<file path="config.mk">
export PLATFORM = sky130hd
export DESIGN_NAME = pipeline_reg_ex_fwd
export DESIGN_NICKNAME = d
export VERILOG_FILES = /design/src/rtl/pipeline_reg_ex_fwd.sv
export SDC_FILE = /design/constraint.sdc
export NUM_CORES = 1
export LEC_CHECK = 0
export BUFFER_PORTS_ARGS = -buffer_cell sky130_fd_sc_hd__buf_2
export CORE_MARGIN = 2
export CORE_UTILIZATION = 36
export DETAILED_ROUTE_END_ITERATION = 10
export PLACE_DENSITY = 0.65
export SETUP_SLACK_MARGIN = 0.3
export SYNTH_ARGS = -nofsm -noshare
export SYNTH_HDL_FRONTEND = slang
export SYNTH_SLANG_ARGS = --single-unit
</file>
<file path="constraint.sdc">
create_clock -name clk -period 3.13 [get_ports clk]
set_input_delay 0.1565 -clock clk [delete_from_list [all_inputs] [get_ports clk]]
set_output_delay 0.1565 -clock clk [all_outputs]
set_load 0.1 [all_outputs]
</file>
<file path="src/rtl/pipeline_reg_ex_fwd.sv">
// Execute-to-writeback stage register with stall/flush control, a short
// history of retired register writes, and two combinational forwarding
// lookup ports that search the stage output first, then the history.
module pipeline_reg_ex_fwd #(
  parameter int DATA_W     = 32,
  parameter int REG_ADDR_W = 5,
  parameter int WB_DEPTH   = 2
) (
  input  logic                  clk,
  input  logic                  rst,
  input  logic                  stall,
  input  logic                  flush,
  input  logic                  valid_in,
  input  logic                  write_enable_in,
  input  logic [REG_ADDR_W-1:0] rd_sel_in,
  input  logic [DATA_W-1:0]     alu_result_in,
  output logic                  valid_out,
  output logic                  write_enable_out,
  output logic [REG_ADDR_W-1:0] rd_sel_out,
  output logic [DATA_W-1:0]     alu_result_out,
  input  logic [REG_ADDR_W-1:0] rs1_sel,
  input  logic [REG_ADDR_W-1:0] rs2_sel,
  output logic                  fwd1_hit,
  output logic [DATA_W-1:0]     fwd1_value,
  output logic                  fwd2_hit,
  output logic [DATA_W-1:0]     fwd2_value
);

  // ---- stage p0: execute result captured into the writeback stage ----
  logic                  r_valid_p0;
  logic                  r_we_p0;
  logic [REG_ADDR_W-1:0] r_rd_p0;
  logic [DATA_W-1:0]     r_res_p0;

  // ---- stage p1: retired-write history, index 0 is youngest ----
  logic                  r_hist_we_p1  [WB_DEPTH];
  logic [REG_ADDR_W-1:0] r_hist_rd_p1  [WB_DEPTH];
  logic [DATA_W-1:0]     r_hist_val_p1 [WB_DEPTH];

  logic w_we_qual;
  logic w_hist_adv;

  // A write is only real if the instruction is valid and targets a non-x0 register.
  assign w_we_qual  = write_enable_in & valid_in & (rd_sel_in != '0);
  // History moves whenever the stage is not held; a flush still retires the stage.
  assign w_hist_adv = ~stall | flush;

  // Stage register: reset > flush (bubble) > stall (hold) > load.
  always_ff @(posedge clk) begin
    if (rst) begin
      r_valid_p0 <= 1'b0;
      r_we_p0    <= 1'b0;
      r_rd_p0    <= '0;
      r_res_p0   <= '0;
    end else if (flush) begin
      r_valid_p0 <= 1'b0;
      r_we_p0    <= 1'b0;
      r_rd_p0    <= '0;
      r_res_p0   <= '0;
    end else if (!stall) begin
      r_valid_p0 <= valid_in;
      r_we_p0    <= w_we_qual;
      r_rd_p0    <= rd_sel_in;
      r_res_p0   <= alu_result_in;
    end
  end

  // History shift: the pre-edge stage contents enter slot 0, the oldest slot falls off.
  always_ff @(posedge clk) begin
    if (rst) begin
      for (int k = 0; k < WB_DEPTH; k++) begin
        r_hist_we_p1[k]  <= 1'b0;
        r_hist_rd_p1[k]  <= '0;
        r_hist_val_p1[k] <= '0;
      end
    end else if (w_hist_adv) begin
      r_hist_we_p1[0]  <= r_we_p0;
      r_hist_rd_p1[0]  <= r_rd_p0;
      r_hist_val_p1[0] <= r_res_p0;
      for (int k = 1; k < WB_DEPTH; k++) begin
        r_hist_we_p1[k]  <= r_hist_we_p1[k-1];
        r_hist_rd_p1[k]  <= r_hist_rd_p1[k-1];
        r_hist_val_p1[k] <= r_hist_val_p1[k-1];
      end
    end
  end

  assign valid_out        = r_valid_p0;
  assign write_enable_out = r_we_p0;
  assign rd_sel_out       = r_rd_p0;
  assign alu_result_out   = r_res_p0;

  // Forwarding lookup: scan oldest to youngest so the youngest match overwrites.
  always_comb begin
    fwd1_hit   = 1'b0;
    fwd1_value = '0;
    fwd2_hit   = 1'b0;
    fwd2_value = '0;
    for (int k = WB_DEPTH - 1; k >= 0; k--) begin
      if (r_hist_we_p1[k] && (r_hist_rd_p1[k] == rs1_sel) && (rs1_sel != '0)) begin
        fwd1_hit   = 1'b1;
        fwd1_value = r_hist_val_p1[k];
      end
      if (r_hist_we_p1[k] && (r_hist_rd_p1[k] == rs2_sel) && (rs2_sel != '0)) begin
        fwd2_hit   = 1'b1;
        fwd2_value = r_hist_val_p1[k];
      end
    end
    if (r_we_p0 && (r_rd_p0 == rs1_sel) && (rs1_sel != '0)) begin
      fwd1_hit   = 1'b1;
      fwd1_value = r_res_p0;
    end
    if (r_we_p0 && (r_rd_p0 == rs2_sel) && (rs2_sel != '0)) begin
      fwd2_hit   = 1'b1;
      fwd2_value = r_res_p0;
    end
  end

endmodule

</file>
==> results.cfg, run 1 <==
[run_status]
status = completed

[grt]
grtUsageTotal_pct = 22.7
grt_max_degree = 77
grt_pass1_wl_um = 31700
antenna_found_initial = 0
grt.overflow.total = 0
grt_pass1_vias = 6008

[cts]
clkTransAtPathRegs_ps = 60
cts_buffer_depth = 2
cts_tree = done
cts_buffers = 17
h-tree-depth = 4
clk_latency_ps = 420
cts_sinks = 115
cts_root_buf = clkbuf_16

[min_path]
hold_path_class = in2reg
min_path_cells = 4

[timing]
tightest_slew_ps = 1020
hold_ws_ps = 333
drv_slew = 0
max_clock_freq_ghz = 0.365
final_hold_viol_count = 0
rsz0062_at_grt = false
fin_crit_sh_pct = 87.6
min_period_ps = 2740
finalSetupViolations = 0
finalSetupTns_ps = 0
skew_ps = 5.01
relSlewSlack_pct = 32.2
setup_ws_ps = 389

[pwr]
peakVddDrop_mv = 0.358
p_per_area_nw_per_um2 = 428
leakagePower_nw = 3.76
total_power_mw = 4.12

[floorplan]
die_w_um = 132
start_util_pct = 37.1
fp.coreArea_um2 = 16000
num_rows = 46
die_h_um = 132
dieArea_um2 = 17500
boundaryPins = 158

[final_layout]
instances_no_fill = 1014
final_layout_size_suffix_gt1_share_pct = 35.8
insertedDiodeCount = 0
syn_to_final_growth_pct = 62.5
seqCellArea_um2 = 3060
design_area_um2 = 9640
fillers = 1320
multi_input_area_um2 = 3370
final_nets = 838
finish.utilization_pct = 60.3

[critical_path]
reg2reg_to = r_hist_rd_p1[0][8]
regToRegSetupSlack_ps = 2250
cp-end-kind = primary output
worstSetupStartpointType = register
reg2regPathDepth = 1
crit_start = r_hist_rd_p1[0][2]
setup.worst_path.end = fwd2_value[6]
required_ps = 2970
path_class = reg2out
path_max_fanout = 33
rr_startpoint = r_hist_rd_p1[0][3]
cp.arrival_ps = 2580

[detailed_routing]
detail_route.wirelength_um = 19600
drcViolationCount = 0
first_iter_violations = 491
routed_via_density = 5.66
routedWlPerCell_um = 19.3
antenna_left = 0
vias = 5739
first_pass_iters = 5

[placement]
dpl-instance-area_um2 = 8620
preCtsSetupSlack_ps = 615
place_inst = 943
place_congestion = 0.907
portBuffers = 157
dp_hpwl_um = 12400

[run]
cap_violations = 0

[yosys]
avgSynthCellArea_um2 = 9.77
ys_seq_area_share_pct = 51.6
netlist_instances = 607
syn_nets = 660
yosys_warnings = 0
syn_area_um2 = 5930
synth_cell_types = 28
yosys_register_bits = 115
[repair_timing]
item,in CTS,in global routing
resized for setup,2,2
buffers inserted,0,0
endpoints found under the hold margin,39,0
hold buffers,39,0
endpoints found under the setup margin,32,64
[cells in the final DEF, fill, tap and decap left out, drive strengths merged]
cell,Yosys,routed
nor3,3,3
buf,18,177
nand3,2,2
or4,3,3
and3b,2,2
or3,2,2
clkinvlp,0,1
a31oi,4,4
nor2,66,66
and2,78,78
xor2,12,12
nand2,10,10
a21oi,121,121
edfxtp,76,76
a22o,38,38
o2111ai,1,1
xnor2,18,18
nand4,66,66
nor3b,1,1
a211o,2,2
nor4,4,4
clkbuf,39,26
dlygate4sd3,0,39
inv,2,2
dfxtp,39,39
clkinv,0,5
[Yosys cell counts, drive strengths merged]
| cell type | count | share of area, % |
|---|---|---|
| nor3 | 3 | 0.25 |
| buf | 18 | 2.2 |
| and2 | 78 | 8.2 |
| nand2 | 10 | 0.63 |
| and3b | 2 | 0.30 |
| a31oi | 4 | 0.42 |
| nor2 | 66 | 4.4 |
| o2111ai | 1 | 0.15 |
| nor4 | 4 | 0.63 |
| xor2 | 12 | 1.8 |
| clkbuf | 39 | 2.5 |
| nand4 | 66 | 7.0 |
| xnor2 | 18 | 2.7 |
| inv | 2 | 0.13 |
| or4 | 3 | 0.51 |
| dfxtp | 39 | 13 |
| edfxtp | 76 | 38 |
| a211o | 2 | 0.30 |
| a21oi | 121 | 10 |
| a22o | 38 | 5.6 |
| nor3b | 1 | 0.13 |
| or3 | 2 | 0.21 |
| nand3 | 2 | 0.17 |
[critical path, cell delays in order, from the launching register on]
cell	delay (ps)
edfxtp_1	440
xor2_1	210
nor4_2	360
and3b_1	230
buf_6	300
nand2_1	170
a31oi_4	250
buf_12	200
[metal layers]
metal  routed length (um)  up-vias  global-route usage [%]
met5                    0        -                       0
met4                  463        0                    9.44
met2                 9940      297                    38.6
li1                     -     2592                       -
met1                 7780     2808                    27.7
met3                 1420       42                    5.27
[area by class of cell]
class                      instances  area share, %
clock buffer                      26           5.96
clock inverter                     6          0.350
inverter                           2         0.0908
multi-input combinational        433           35.0
sequential                       115           31.8
tap                              216           2.80
timing repair buffer             216           24.1
[worst min-delay path by stage]
stage                            startpoint            endpoint  slack [ps]
final                                 flush   alu_result_out[1]         330
after global routing                  flush  alu_result_out[12]         340
after CTS                             flush   alu_result_out[1]         320
after detailed placement  alu_result_in[26]  alu_result_out[26]         370
after global placement     alu_result_in[4]   alu_result_out[4]         370
after floorplan            alu_result_in[0]   alu_result_out[0]         280
[where the power goes]
group / internal [mW] / switching [mW]
logic: 0.139 / 0.289
registers: 1.69 / 0.0620
clock network: 1.26 / 0.684
[cell families (layout without fill, tap and decap cells)]
family,after synthesis,count (layout),share of synthesized area (%)
flip-flops,115,115,51.6
XOR/XNOR,30,30,4.43
AND/OR/NAND/NOR,237,237,22.4
AO/OA/AOI/OAI,166,166,16.7
buffers and inverters,59,250,4.81
[state kept, by name, summed over array words and instances (netlist names)]
name and cells:
r_hist_we_p1 2, write_enable_out 1, r_hist_rd_p1 10, alu_result_out 32
r_hist_val_p1 64, valid_out 1, rd_sel_out 5
Note: power is estimated with default switching activity, not from simulation.
==> inputs of run 2 (changes only) <==
GPL_TIMING_DRIVEN = 0   (was default)
REMOVE_ABC_BUFFERS = 1   (was default)
==> results.cfg, run 2 (synthesis gave the netlist of run 1 again) <==
[critical_path]
path_depth = 8
setup.worst_path.end = fwd2_value[0]
required_ps = 2970
worstSetupStartpointType = register
path_max_fanout = 9
cp-end-kind = primary output
path_class = reg2out
regToRegSetupSlack_ps = 2290
crit_start = r_hist_rd_p1[0][3]
rr_startpoint = r_hist_rd_p1[0][4]
crit_chain = xor2_1 > nor4_4 > buf_4 > and3b_4 > buf_12 > a21oi_1 > a21oi_1 > buf_4
crit_path_max_incr_delay_ps = 420
path_buf_inv = 3
reg2regPathDepth = 1
cp.arrival_ps = 2560
path_delay_family = buffers and inverters
reg2reg_to = r_hist_rd_p1[0][9]
cpMaxStageDelayCell = edfxtp_1

[timing]
relSlewSlack_pct = 48.7
skew_ps = 6.11
drv_slew = 0
max_clock_freq_ghz = 0.368
tightest_slew_ps = 768
hold_ws_ps = 170
final_hold_viol_count = 0
finalSetupViolations = 0
rsz0062_at_grt = true
fin_crit_sh_pct = 86.8
finalSetupTns_ps = 0
setup_ws_ps = 414
min_period_ps = 2720

[grt]
antenna_found_initial = 0
grt_pass1_vias = 5595
grt_pass1_wl_um = 29400
grt_use_met2_pct = 35.8
gr-usage-met1_pct = 26.3
top_usage_layer = met2
grt_max_degree = 47
grt.overflow.total = 0
grtUsageTotal_pct = 21.2
met3_usage_pct = 4.58

[floorplan]
die_h_um = 132
start_util_pct = 37.1
boundaryPins = 158
fp.coreArea_um2 = 16000
num_rows = 46
dieArea_um2 = 17500
die_w_um = 132

[detailed_routing]
routedWlPerCell_um = 18.3
antenna_left = 0
detail_route.wirelength_um = 18700
first_iter_violations = 362
routed_via_density = 5.44
drcViolationCount = 0
vias = 5566
first_pass_iters = 5

[final_layout]
largest_reg_flops = 64
final_nets = 848
syn_to_final_growth_pct = 41.2
mostFrequentLayoutCells = a21oi_1, buf_2, and2_1, edfxtp_1, buf_4
final_common_cell = a21oi_1
regMostFlops = r_hist_val_p1
insertedDiodeCount = 0
fillers = 1457
final_layout_size_suffix_gt1_share_pct = 29.5
design_area_um2 = 8370

[pwr]
switching_share_pct = 26.4
p_per_area_nw_per_um2 = 482
leakagePower_nw = 3.62
peakVddDrop_mv = 0.355
p_int_mw = 2.97
pwr-share-comb_pct = 11.0
sequentialPowerShare_pct = 43.3
pwr-share-clk_pct = 45.7
total_power_mw = 4.03
net-switching-power_mw = 1.07

[cts]
cts_root_buf = clkbuf_16
clk_latency_ps = 410
clkTransAtPathRegs_ps = 50
cts_buffer_depth = 2
cts_buffers = 17
cts_tree = done
cts_sinks = 115
h-tree-depth = 4

[placement]
dpl-instance-area_um2 = 7010
portBuffers = 157
preCtsSetupSlack_ps = -201
dp_hpwl_um = 11200
place_congestion = 0.769

[run_status]
status = completed

[run]
cap_violations = 0

[min_path]
hold_path_class = in2reg
run 2: cell types whose count changed in the layout (fill, tap and decap cells not counted), moves of 3 or more:
cell	previous run	this run
a31oi_4	4	0
a21oi_1	60	120
buf_12	66	6
buf_16	0	3
inv_4	1	4
buf_4	19	72
and3b_4	0	4
a31oi_1	0	4
buf_6	1	12
a21oi_4	59	1
clkbuf_16	21	17
run 2: power by group through the flow:
stage               combinational, mW  sequential [mW]  clock [mW]
floorplan                       0.126             1.89           0
detailed placement              0.384             1.78           0
global placement                0.338             1.79           0
CTS                             0.438             1.74        1.88
finish                          0.445             1.75        1.84
global route                    0.469             1.76        1.94
run 2: routing by layer:
layer | wire length, um | part of all wire (%)
met1 | 7960 | 43
met2 | 9270 | 49
met3 | 1270 | 6.8
met4 | 229 | 1.2
met5 | 0 | 0
run 2: cell type report:
| type | count | area (um^2) | share of cell area, % |
|---|---|---|---|
| sequential | 115 | 3060 | 36.6 |
| multi-input combinational | 435 | 2740 | 32.7 |
| timing repair buffer | 224 | 1730 | 20.6 |
| clock buffer | 20 | 457 | 5.45 |
| tap | 216 | 270 | 3.23 |
| clock inverter | 12 | 104 | 1.24 |
| inverter | 2 | 10.0 | 0.120 |
run 2: per-stage QoR:
step	instances	util (%)
2_1_floorplan	550	-
3_3_place_gp	923	41.9
3_5_place_dp	941	43.8
4_1_cts	1019	52.0
5_1_grt	1024	52.3
6_report	1024	52.3
run 2: worst min-delay path by stage:
stage | startpoint | to | slack, ps | depth (start not counted)
2_1_floorplan | alu_result_in[0] | alu_result_out[0] | 280 | 1
3_3_place_gp | alu_result_in[7] | alu_result_out[7] | 370 | 2
3_5_place_dp | alu_result_in[18] | alu_result_out[18] | 370 | 2
4_1_cts | flush | alu_result_out[23] | 160 | 3
5_1_grt | flush | alu_result_out[6] | 190 | 3
6_report | flush | alu_result_out[7] | 170 | 3
run 2: what timing repair did:
action | 4_1_cts | 5_1_grt
pin swaps | 3 | 3
hold buffers | 39 | 0
resized for setup | 86 | 2
hold endpoints to repair | 39 | 0
endpoints found under the setup margin | 66 | 65
gates cloned | 2 | 0
buffers inserted | 5 | 5
